`src/rtl/jpeg_pkg.sv`:
```
// Shared constants and types for the JPEG DCT front-end blocks.
// Sample width, block geometry, replay-order encodings and sequencer states.
package jpeg_pkg;

  localparam int DW    = 8;
  localparam int N     = 8;
  localparam int LOG2N = $clog2(N);
  localparam int BLK   = N * N;

  localparam logic ORD_ROW = 1'b0;
  localparam logic ORD_COL = 1'b1;

  typedef enum logic {
    IDLE  = 1'b0,
    DRAIN = 1'b1
  } seq_state_t;

endpackage

```
`src/rtl/dct_blk_seq_if.sv`:
```
// Pixel-in / DCT-lane-out handshake bundle for the block sequencer.
// slave = sequencer view, master = producer/consumer (environment) view.
interface dct_blk_seq_if import jpeg_pkg::*; ();

  logic [DW-1:0] in_data;
  logic          in_valid;
  logic          in_ready;
  logic          in_order;
  logic [DW-1:0] out_data;
  logic          out_valid;
  logic          out_ready;
  logic          out_row_start;
  logic          out_row_last;
  logic          out_blk_last;

  modport slave (
    input  in_data, in_valid, in_order, out_ready,
    output in_ready, out_data, out_valid, out_row_start, out_row_last, out_blk_last
  );

  modport master (
    output in_data, in_valid, in_order, out_ready,
    input  in_ready, out_data, out_valid, out_row_start, out_row_last, out_blk_last
  );

endinterface

```
`src/rtl/dct_blk_seq_bank.sv`:
```
// One N*N sample buffer of the ping-pong pair: synchronous write port,
// combinational read port, full flag and the replay order latched with
// the first sample of the block.
module dct_blk_bank import jpeg_pkg::*; (
  input  logic                 clk,
  input  logic                 rst,
  input  logic                 we,
  input  logic [2*LOG2N-1:0]   waddr,
  input  logic [DW-1:0]        wdata,
  input  logic                 ord_we,
  input  logic                 ord_in,
  input  logic                 set_full,
  input  logic                 clr_full,
  input  logic [2*LOG2N-1:0]   raddr,
  output logic [DW-1:0]        rdata,
  output logic                 full,
  output logic                 ord
);

  logic [DW-1:0] mem [BLK];

  // Sample storage; contents only matter while the bank is full, so no reset.
  always_ff @(posedge clk) begin
    if (we) mem[waddr] <= wdata;
  end

  assign rdata = mem[raddr];

  // Full flag and order bit. Set and clear never target the same bank in
  // one cycle (writes need !full, drains need full); set wins regardless.
  always_ff @(posedge clk or negedge rst) begin
    if (!rst) begin
      full <= 1'b0;
      ord  <= ORD_ROW;
    end else begin
      if (set_full)      full <= 1'b1;
      else if (clr_full) full <= 1'b0;
      if (ord_we)        ord  <= ord_in;
    end
  end

endmodule

```
`src/rtl/dct_blk_seq.sv`:
```
// Block sequencer ahead of the DCT lane. Raster pixels fill one bank while
// the other bank replays its block row-major or column-major with row and
// block framing strobes, so consecutive blocks reach the lane back-to-back.
// Optional: DCT_LEVEL_SHIFT_EN inverts the output MSB (unsigned -> signed
// level shift); stored samples are unaffected.
module dct_blk_seq import jpeg_pkg::*; (
  input  logic           clk,
  input  logic           rst,
  dct_blk_seq_if.slave   bus,
  output logic           busy
);

  localparam int AW = 2 * LOG2N;

  seq_state_t             state, state_nx;
  logic                   wbank, rbank;
  logic [AW-1:0]          wcnt, rcnt;
  logic [AW-1:0]          raddr;
  logic [1:0]             full, ord;
  logic [1:0][DW-1:0]     rdata;
  logic [DW-1:0]          sample;
  logic                   wr_fire, wr_last, rd_fire, rd_last;

  // in_ready is forced low during reset so every output reads 0 there.
  assign bus.in_ready = rst && !full[wbank];
  assign wr_fire      = bus.in_valid && bus.in_ready;
  assign wr_last      = wr_fire && (wcnt == '1);
  assign rd_fire      = bus.out_valid && bus.out_ready;
  assign rd_last      = rd_fire && (rcnt == '1);

  // Column-major replay swaps the row and column halves of the index.
  assign raddr = (ord[rbank] == ORD_COL) ? {rcnt[LOG2N-1:0], rcnt[AW-1:LOG2N]} : rcnt;

  for (genvar b = 0; b < 2; b++) begin : g_bank
    dct_blk_bank u_bank (
      .clk      (clk),
      .rst      (rst),
      .we       (wr_fire && (wbank == 1'(b))),
      .waddr    (wcnt),
      .wdata    (bus.in_data),
      .ord_we   (wr_fire && (wbank == 1'(b)) && (wcnt == '0)),
      .ord_in   (bus.in_order),
      .set_full (wr_last && (wbank == 1'(b))),
      .clr_full (rd_last && (rbank == 1'(b))),
      .raddr    (raddr),
      .rdata    (rdata[b]),
      .full     (full[b]),
      .ord      (ord[b])
    );
  end

  // Write and read counters; both wrap to 0 naturally at BLK-1, which also
  // restarts rcnt at 0 for a back-to-back block.
  always_ff @(posedge clk or negedge rst) begin
    if (!rst) begin
      wcnt  <= '0;
      wbank <= 1'b0;
      rcnt  <= '0;
      rbank <= 1'b0;
    end else begin
      if (wr_fire) wcnt  <= wcnt + 1'b1;
      if (wr_last) wbank <= ~wbank;
      if (rd_fire) rcnt  <= rcnt + 1'b1;
      if (rd_last) rbank <= ~rbank;
    end
  end

  // Read FSM state register.
  always_ff @(posedge clk or negedge rst) begin
    if (!rst) state <= IDLE;
    else      state <= state_nx;
  end

  // Next state: leave DRAIN only if the other bank is not yet full.
  always_comb begin
    state_nx = state;
    case (state)
      IDLE:    if (full[rbank]) state_nx = DRAIN;
      DRAIN:   if (rd_last && !full[~rbank]) state_nx = IDLE;
      default: state_nx = IDLE;
    endcase
  end

  // Output data path with optional level shift, zeroed when not valid.
  always_comb begin
    sample = rdata[rbank];
`ifdef DCT_LEVEL_SHIFT_EN
    sample[DW-1] = ~sample[DW-1];
`endif
  end

  assign bus.out_valid     = (state == DRAIN);
  assign bus.out_data      = bus.out_valid ? sample : '0;
  assign bus.out_row_start = bus.out_valid && (rcnt[LOG2N-1:0] == '0);
  assign bus.out_row_last  = bus.out_valid && (rcnt[LOG2N-1:0] == '1);
  assign bus.out_blk_last  = bus.out_valid && (rcnt == '1);

  assign busy = full[0] | full[1] | (wcnt != '0);

endmodule

```
`src/flat_wrapper.sv`:
```
// flat-port wrapper written by rule: the top's interface ports become plain ports
module dct_blk_seq_flat import jpeg_pkg::*;
  (clk, rst, busy, bus_in_data, bus_in_valid, bus_in_order, bus_out_ready, bus_in_ready, bus_out_data, bus_out_valid, bus_out_row_start, bus_out_row_last, bus_out_blk_last);
  dct_blk_seq_if bus_i ();
  input  logic clk;
  input  logic rst;
  output logic busy;
  input wire logic [$bits(bus_i.in_data)-1:0] bus_in_data;
  input wire logic [$bits(bus_i.in_valid)-1:0] bus_in_valid;
  input wire logic [$bits(bus_i.in_order)-1:0] bus_in_order;
  input wire logic [$bits(bus_i.out_ready)-1:0] bus_out_ready;
  output wire logic [$bits(bus_i.in_ready)-1:0] bus_in_ready;
  output wire logic [$bits(bus_i.out_data)-1:0] bus_out_data;
  output wire logic [$bits(bus_i.out_valid)-1:0] bus_out_valid;
  output wire logic [$bits(bus_i.out_row_start)-1:0] bus_out_row_start;
  output wire logic [$bits(bus_i.out_row_last)-1:0] bus_out_row_last;
  output wire logic [$bits(bus_i.out_blk_last)-1:0] bus_out_blk_last;
  assign bus_i.in_data = bus_in_data;
  assign bus_i.in_valid = bus_in_valid;
  assign bus_i.in_order = bus_in_order;
  assign bus_i.out_ready = bus_out_ready;
  assign bus_in_ready = bus_i.in_ready;
  assign bus_out_data = bus_i.out_data;
  assign bus_out_valid = bus_i.out_valid;
  assign bus_out_row_start = bus_i.out_row_start;
  assign bus_out_row_last = bus_i.out_row_last;
  assign bus_out_blk_last = bus_i.out_blk_last;
  dct_blk_seq u_core (.clk(clk), .rst(rst), .bus(bus_i), .busy(busy));
endmodule
```
`config.mk`:
```
export PLATFORM = sky130hd
export DESIGN_NAME = dct_blk_seq_flat
export DESIGN_NICKNAME = d
export VERILOG_FILES = /design/src/rtl/jpeg_pkg.sv /design/src/rtl/dct_blk_seq_if.sv /design/src/rtl/dct_blk_seq_bank.sv /design/src/rtl/dct_blk_seq.sv /design/src/flat_wrapper.sv
export SDC_FILE = /design/constraint.sdc
export NUM_CORES = 1
export LEC_CHECK = 0
export ABC_AREA = 1
export BUFFER_PORTS_ARGS = -buffer_cell sky130_fd_sc_hd__buf_2
export CORE_ASPECT_RATIO = 1.5
export CORE_UTILIZATION = 48
export DETAILED_ROUTE_END_ITERATION = 7
export GPL_TIMING_DRIVEN = 1
export PLACE_DENSITY = 0.66
export SYNTH_ARGS = -nofsm -noshare
export SYNTH_HDL_FRONTEND = slang
export SYNTH_SLANG_ARGS = --single-unit
```
`constraint.sdc`:
```
create_clock -name clk -period 1.95 [get_ports clk]
set_clock_uncertainty 0.1 [all_clocks]
set_input_delay 0.195 -clock clk [delete_from_list [all_inputs] [get_ports clk]]
set_output_delay 0.195 -clock clk [all_outputs]
set_load 0.05 [all_outputs]
```
# Word level (Yosys, flattened, before mapping)
# Memories as Yosys holds them, arrays and structs flattened.
# Cells that the tools add are included.
# word_totals
register_bits	19
mem_bits_rw	1024
inputBits	13
out_inout_bits	14
word_cells	71
memories	2
# mem_list
name	depth	width	read_ports	rd_clocked_by_memory_dff	wr	line_no	rtl
u_core.g_bank[0].u_bank.mem	64	8	1	0	1	dct_blk_seq_bank.sv:20	logic [DW-1:0] mem [BLK];
u_core.g_bank[1].u_bank.mem	64	8	1	0	1	dct_blk_seq_bank.sv:20	
# op_classes
addsub	2
n_lt_le_gt_ge	3
eq_ne	3
muxes	23
bitwise_logic	5
n_reduce_logical	24
# op_table
cell	n
$mux W8	3
$mux W1	18
$logic_and A1 B1 Y1	17
$add A6 B1 Y6 const B	2
$eq A6 B6 Y1 const B	2
$logic_not A6 Y1	1
$lt A1 B2 Y1 const B	3
$mux W6	1
$reduce_bool A6 Y1	1
$reduce_bool A2 Y1	2
$eq A3 B3 Y1 const B	1
$logic_not A3 Y1	1
$not A1 Y1	3
$logic_not A1 Y1	2
$or A1 B1 Y1	2
$pmux W1 S2	1

# Depth between registers and ports, before layout
# logic_depth
depth_word	8
mapped_depth	17
ltp_nobuf	15

# By module
# Synthesis repeated with hierarchy kept, for this count alone.
# unflattened
cells_unflattened	3764
hier_area_um2	43360.3
# modules_own_cells
module	n_inst	cells_each	area_each_um2	seq_area_each_um2
dct_blk_bank	2	1802	21145.3	15424.8
dct_blk_seq	1	160	1069.8	375.4

# Worst setup path after synthesis
# No wires, ideal clock.
# synth_path
path_type	register to register
from	register u_core.state, in the netlist u_core.bus.out_valid
to	register u_core.g_bank[1].u_bank.full
setup_ps	132
t_arrival_ps	2936
t_required_ps	1718
setup_slack_ps	-1218
path_stages_with_launch	6
n_path_buf	0
synth_period_minus_slack_ps	3168
path_cell_list	dfrtp_1 -> inv_1 -> nor4_1 -> nand2_1 -> o21ai_0 -> o21ai_0
# synth_between
elab_chain_len	4
# synth_lines
element	line_no	rtl
start: declaration	dct_blk_seq.sv:15	seq_state_t state, state_nx;
start signal: assignment	dct_blk_seq.sv:71	else state <= state_nx;
$logic_and A1 B1 Y1	dct_blk_seq.sv:28	assign rd_fire = bus.out_valid && bus.out_ready;
$logic_and A1 B1 Y1	dct_blk_seq.sv:29	assign rd_last = rd_fire && (rcnt == '1);
$logic_and A1 B1 Y1	dct_blk_seq.sv:44	.clr_full (rd_last && (rbank == 1'(b))),
$reduce_bool A2 Y1 (no source line)	n/a	
end signal: assignment	dct_blk_seq_bank.sv:33	full <= 1'b0;
end signal: assignment	dct_blk_seq_bank.sv:36	if (set_full) full <= 1'b1;
end signal: assignment	dct_blk_seq_bank.sv:37	else if (clr_full) full <= 1'b0;
end: declaration	dct_blk_seq_bank.sv:16	output logic full,
# Every way passes these cells.
# A chain may end at the register's enable or synchronous reset.

# Worst setup path after layout
# layout_path
from	register u_core.rbank
to	output bus_out_data[2]
# layout_between
elab_chain_len	7
elab_cells_between_ends	8
cone_classes	mux (6); memory (2)
# layout_lines
element	line_no	rtl
start: declaration	dct_blk_seq.sv:16	logic wbank, rbank;
start signal: assignment	dct_blk_seq.sv:64	if (rd_last) rbank <= ~rbank;
$mux W1 (implied by the code) (2 in a row)	dct_blk_seq.sv:32	assign raddr = (ord[rbank] == ORD_COL) ? {rcnt[LOG2N-1:0], rcnt[AW-1:LOG2N]} : rcnt;
$mux W6	dct_blk_seq.sv:32	
$mem_v2 Z64 W8	n/a	
$mux W8 (implied by the code) * (2 in a row)	dct_blk_seq.sv:86	sample = rdata[rbank];
$mux W8 *	dct_blk_seq.sv:93	assign bus.out_data = bus.out_valid ? sample : '0;
end: declaration	flat_wrapper.sv:13	output wire logic [$bits(bus_i.out_data)-1:0] bus_out_data;
# Mark *: on every way between the ends. The rest lies on a longest branch, timed or not. The select of a mux whose other input is x is not followed.

==> results.json <==
{
  "dieHeight_um": 368,
  "initial_core_util_pct": 48.3,
  "place_ws_ps": -1330,
  "timing.critical_path.buf_inv": 6,
  "critPathSlowestCell": "dfrtp_2",
  "hp-class": "input pin to flip-flop",
  "cts_made_buffers": 90,
  "clkLatencyLatePin_ps": 690,
  "layout.nets": 4048,
  "drc": 0,
  "clk_path_buf_depth": 3,
  "seq_area_frac_synth_pct": 72.7,
  "fin_crit_sh_pct": 192,
  "grt_max_degree": 90,
  "cap_violations": 0,
  "cts.clk_slew.worst_paths_ps": 80,
  "gp_congestion": 0.926,
  "die-area_mm2": 0.0907,
  "grt_overflow_total": 0,
  "syn_nets": 3685,
  "netlist_top_cells_count": "nand3_1 (1087), nand2_1 (1047), edfxtp_1 (1024)",
  "powerDensity_mw_per_mm2": 1440,
  "crit_chain": "inv_2 -> nand2_4 -> nand2_8 -> nand2_2 -> o21ai_4 -> buf_12 -> buf_6 -> clkinv_8 -> bufbuf_16 -> nand3_1 -> nand3_1 -> nand3_2 -> nand3_2 -> nand2_2 -> nand2_2 -> nand2_1 -> nor2_4 -> buf_8",
  "ys_types": 26,
  "tritoncts": "yes",
  "syn_inst": 3667,
  "synth-async-reset-ratio_pct": 1.82,
  "rr_worst_depth": 11,
  "grt_pass1_vias": 30700,
  "cp-start-kind": "flip-flop",
  "status": "complete, but fails checks",
  "netlist_area_mm2": 0.0429,
  "h-tree-depth": 3,
  "drv_slew": 0,
  "syn_avg_cell_area_um2": 11.7,
  "avgViaCountPerCell": 5.95,
  "slew_headroom_pct": 54.3,
  "drt_wl_total_um": 131000,
  "critical-path-max-stage-delay_ps": 430,
  "dr.pass1.iters": 6,
  "drtAntennaViolNets": 0,
  "tightest_slew_ps": 685,
  "ys_seq_elements": 1043,
  "path_depth": 18,
  "cts-root-buf": "clkbuf_16",
  "rsz0062_at_grt": "true",
  "dieWidth_um": 246,
  "routed-wl-met3_um": 9860,
  "grt_usage_pct": 28.6,
  "row_count": 134,
  "crit_required_ps": 1650,
  "cts.sinks": 1043,
  "num_vias": 31300,
  "route.top_layer_used": "met4",
  "setup_viol": 1041,
  "grt_pass1_wl_um": 191000,
  "ys_warn_count": 0,
  "period_minus_slack_ps": 3750,
  "io_pins": 27,
  "cp_max_fo": 8,
  "critPathTopFamily": "simple AND/OR/NAND/NOR gates",
  "wl_met2_um": 66900,
  "violations": "negative setup slack",
  "core-area_mm2": 0.0889,
  "hold_viol_final": 0,
  "synth_top_area_share_pct": 71.6,
  "drive_above_1_share_pct": 23.1,
  "antenna_cells": 0,
  "drt_iter0_drc": 3732,
  "synthFlopType": "edfxtp_1",
  "r2r_slack_ps": -320,
  "synth_edf_count": 1024,
  "place_inst": 4987,
  "max_clock_freq_mhz": 267,
  "hpwl_um": 77900,
  "antenna_found_initial": 0,
  "worstSetupPathType": "flip-flop to output port",
  "port_buffers": 26,
  "cp-end-kind": "output port",
  "finalWorstSetupSlack_ps": -1800,
  "yosysMostFrequentCell": "nand3_1",
  "worstPathArrival_ps": 3450,
  "synth_top_cell_by_area": "edfxtp_1",
  "vdd_drop_max_v": 0.00206,
  "hold_path_depth": 6,
  "area_growth_syn_to_layout_pct": 28.4,
  "crit_top_cell": "nand2_2",
  "wl_met1_um": 45800,
  "stdcell_count": 5257,
  "synthTopCellsByArea": "edfxtp_1 (72%), nand3_1 (13%), nand2_1 (9.2%)",
  "p_leak_uw": 0.0197,
  "wl_per_cell_um": 24.8
}
==> placed cells by master, fill, tap and decap left out, types with 43 or more instances in the layout <==
| master | netlist | final |
|---|---|---|
| buf_4 | 23 | 192 |
| clkbuf_16 | 0 | 97 |
| nand3_1 | 1087 | 985 |
| buf_12 | 0 | 148 |
| edfxtp_1 | 1024 | 1024 |
| nand3_2 | 1 | 94 |
| buf_6 | 3 | 73 |
| nand2_1 | 1047 | 1020 |
| buf_8 | 0 | 43 |
| nor2_4 | 0 | 141 |
==> sequential cells by signal, indices dropped and copies added, names as in the netlist <==
name and cells:
u_core.g_bank.u_bank.ord 2, u_core.rbank 1, u_core.g_bank.u_bank.mem 1024, u_core.wbank 1, u_core.rcnt 6, u_core.g_bank.u_bank.full 2
u_core.bus.out_valid 1, u_core.wcnt 6
==> worst paths after layout <==
path / from / end
min: bus_in_valid / u_core.wcnt[1]
max: u_core.rbank / bus_out_data[2]
min in group asynchronous: rst / u_core.bus.out_valid
max in group asynchronous: rst / u_core.wcnt[3]
max reg2reg: u_core.wbank / u_core.g_bank[1].u_bank.mem[50][5]
min reg2reg: u_core.wcnt[3] / u_core.wcnt[3]
==> cell type report <==
cell class | instances | area [um^2]
clock inverters | 50 | 484
well taps | 1156 | 1450
clock buffers | 113 | 2380
repair buffers | 511 | 7090
flip-flops and latches | 1043 | 31200
inverters | 31 | 158
multi-input cells | 2353 | 12400
fillers | 6374 | 33700
==> logic make-up after synthesis <==
family,count (synthesis),synth area share [%]
AOI/OAI and AO/OA,26,0.318
xor gates and xnor gates,8,0.163
adders and majority gates,5,0.146
buffers and inverters,273,3.11
DFF,1043,72.7
and+or+nand+nor,2312,23.5
==> where the power goes <==
part	switching (uW)	leakage [uW]	internal (uW)
logic	22700	0.00887	13700
clock network	8050	0.00140	9750
registers	211	0.00942	24700
==> tightest hold or removal path: cells and delay by family <==
kind / cells / cell delay [ps]
and+or+nand+nor: 1 / 80
buffers and inverters: 4 / 480
AOI/OAI and AO/OA: 1 / 70
==> metal layers <==
layer  GRT usage (%)  up-vias
li1                -    13800
met1            34.5    15300
met2            49.4     1773
met3            3.83      376
met4            15.7        0
met5               0        -
==> metrics by stage <==
step | instance area [um^2] | power [uW] | hold slack, ps | util [%] | TNS (ps)
CTS | 54200 | 76900 | 39.3 | 61.0 | -102290
finish | 55100 | 79200 | 60.1 | 62.1 | -200450
global placement | 48200 | 54700 | 101 | 54.3 | -15380
detailed placement | 48200 | 54900 | 113 | 54.3 | -20670
global route | 55100 | 81900 | 69.1 | 62.1 | -267550
floorplan | 43500 | 42300 | -201 | - | -301570
==> what timing repair did <==
| item | in CTS | in global routing |
|---|---|---|
| hold buffers | 12 | 0 |
| gates cloned | 27 | 5 |
| setup endpoints to repair | 602 | 1045 |
| endpoints found under the hold margin | 203 | 0 |
| resized for setup | 419 | 176 |
| pin swaps | 37 | 58 |
| buffers inserted | 54 | 23 |
No activity file was read; power rests on OpenSTA's default activity.
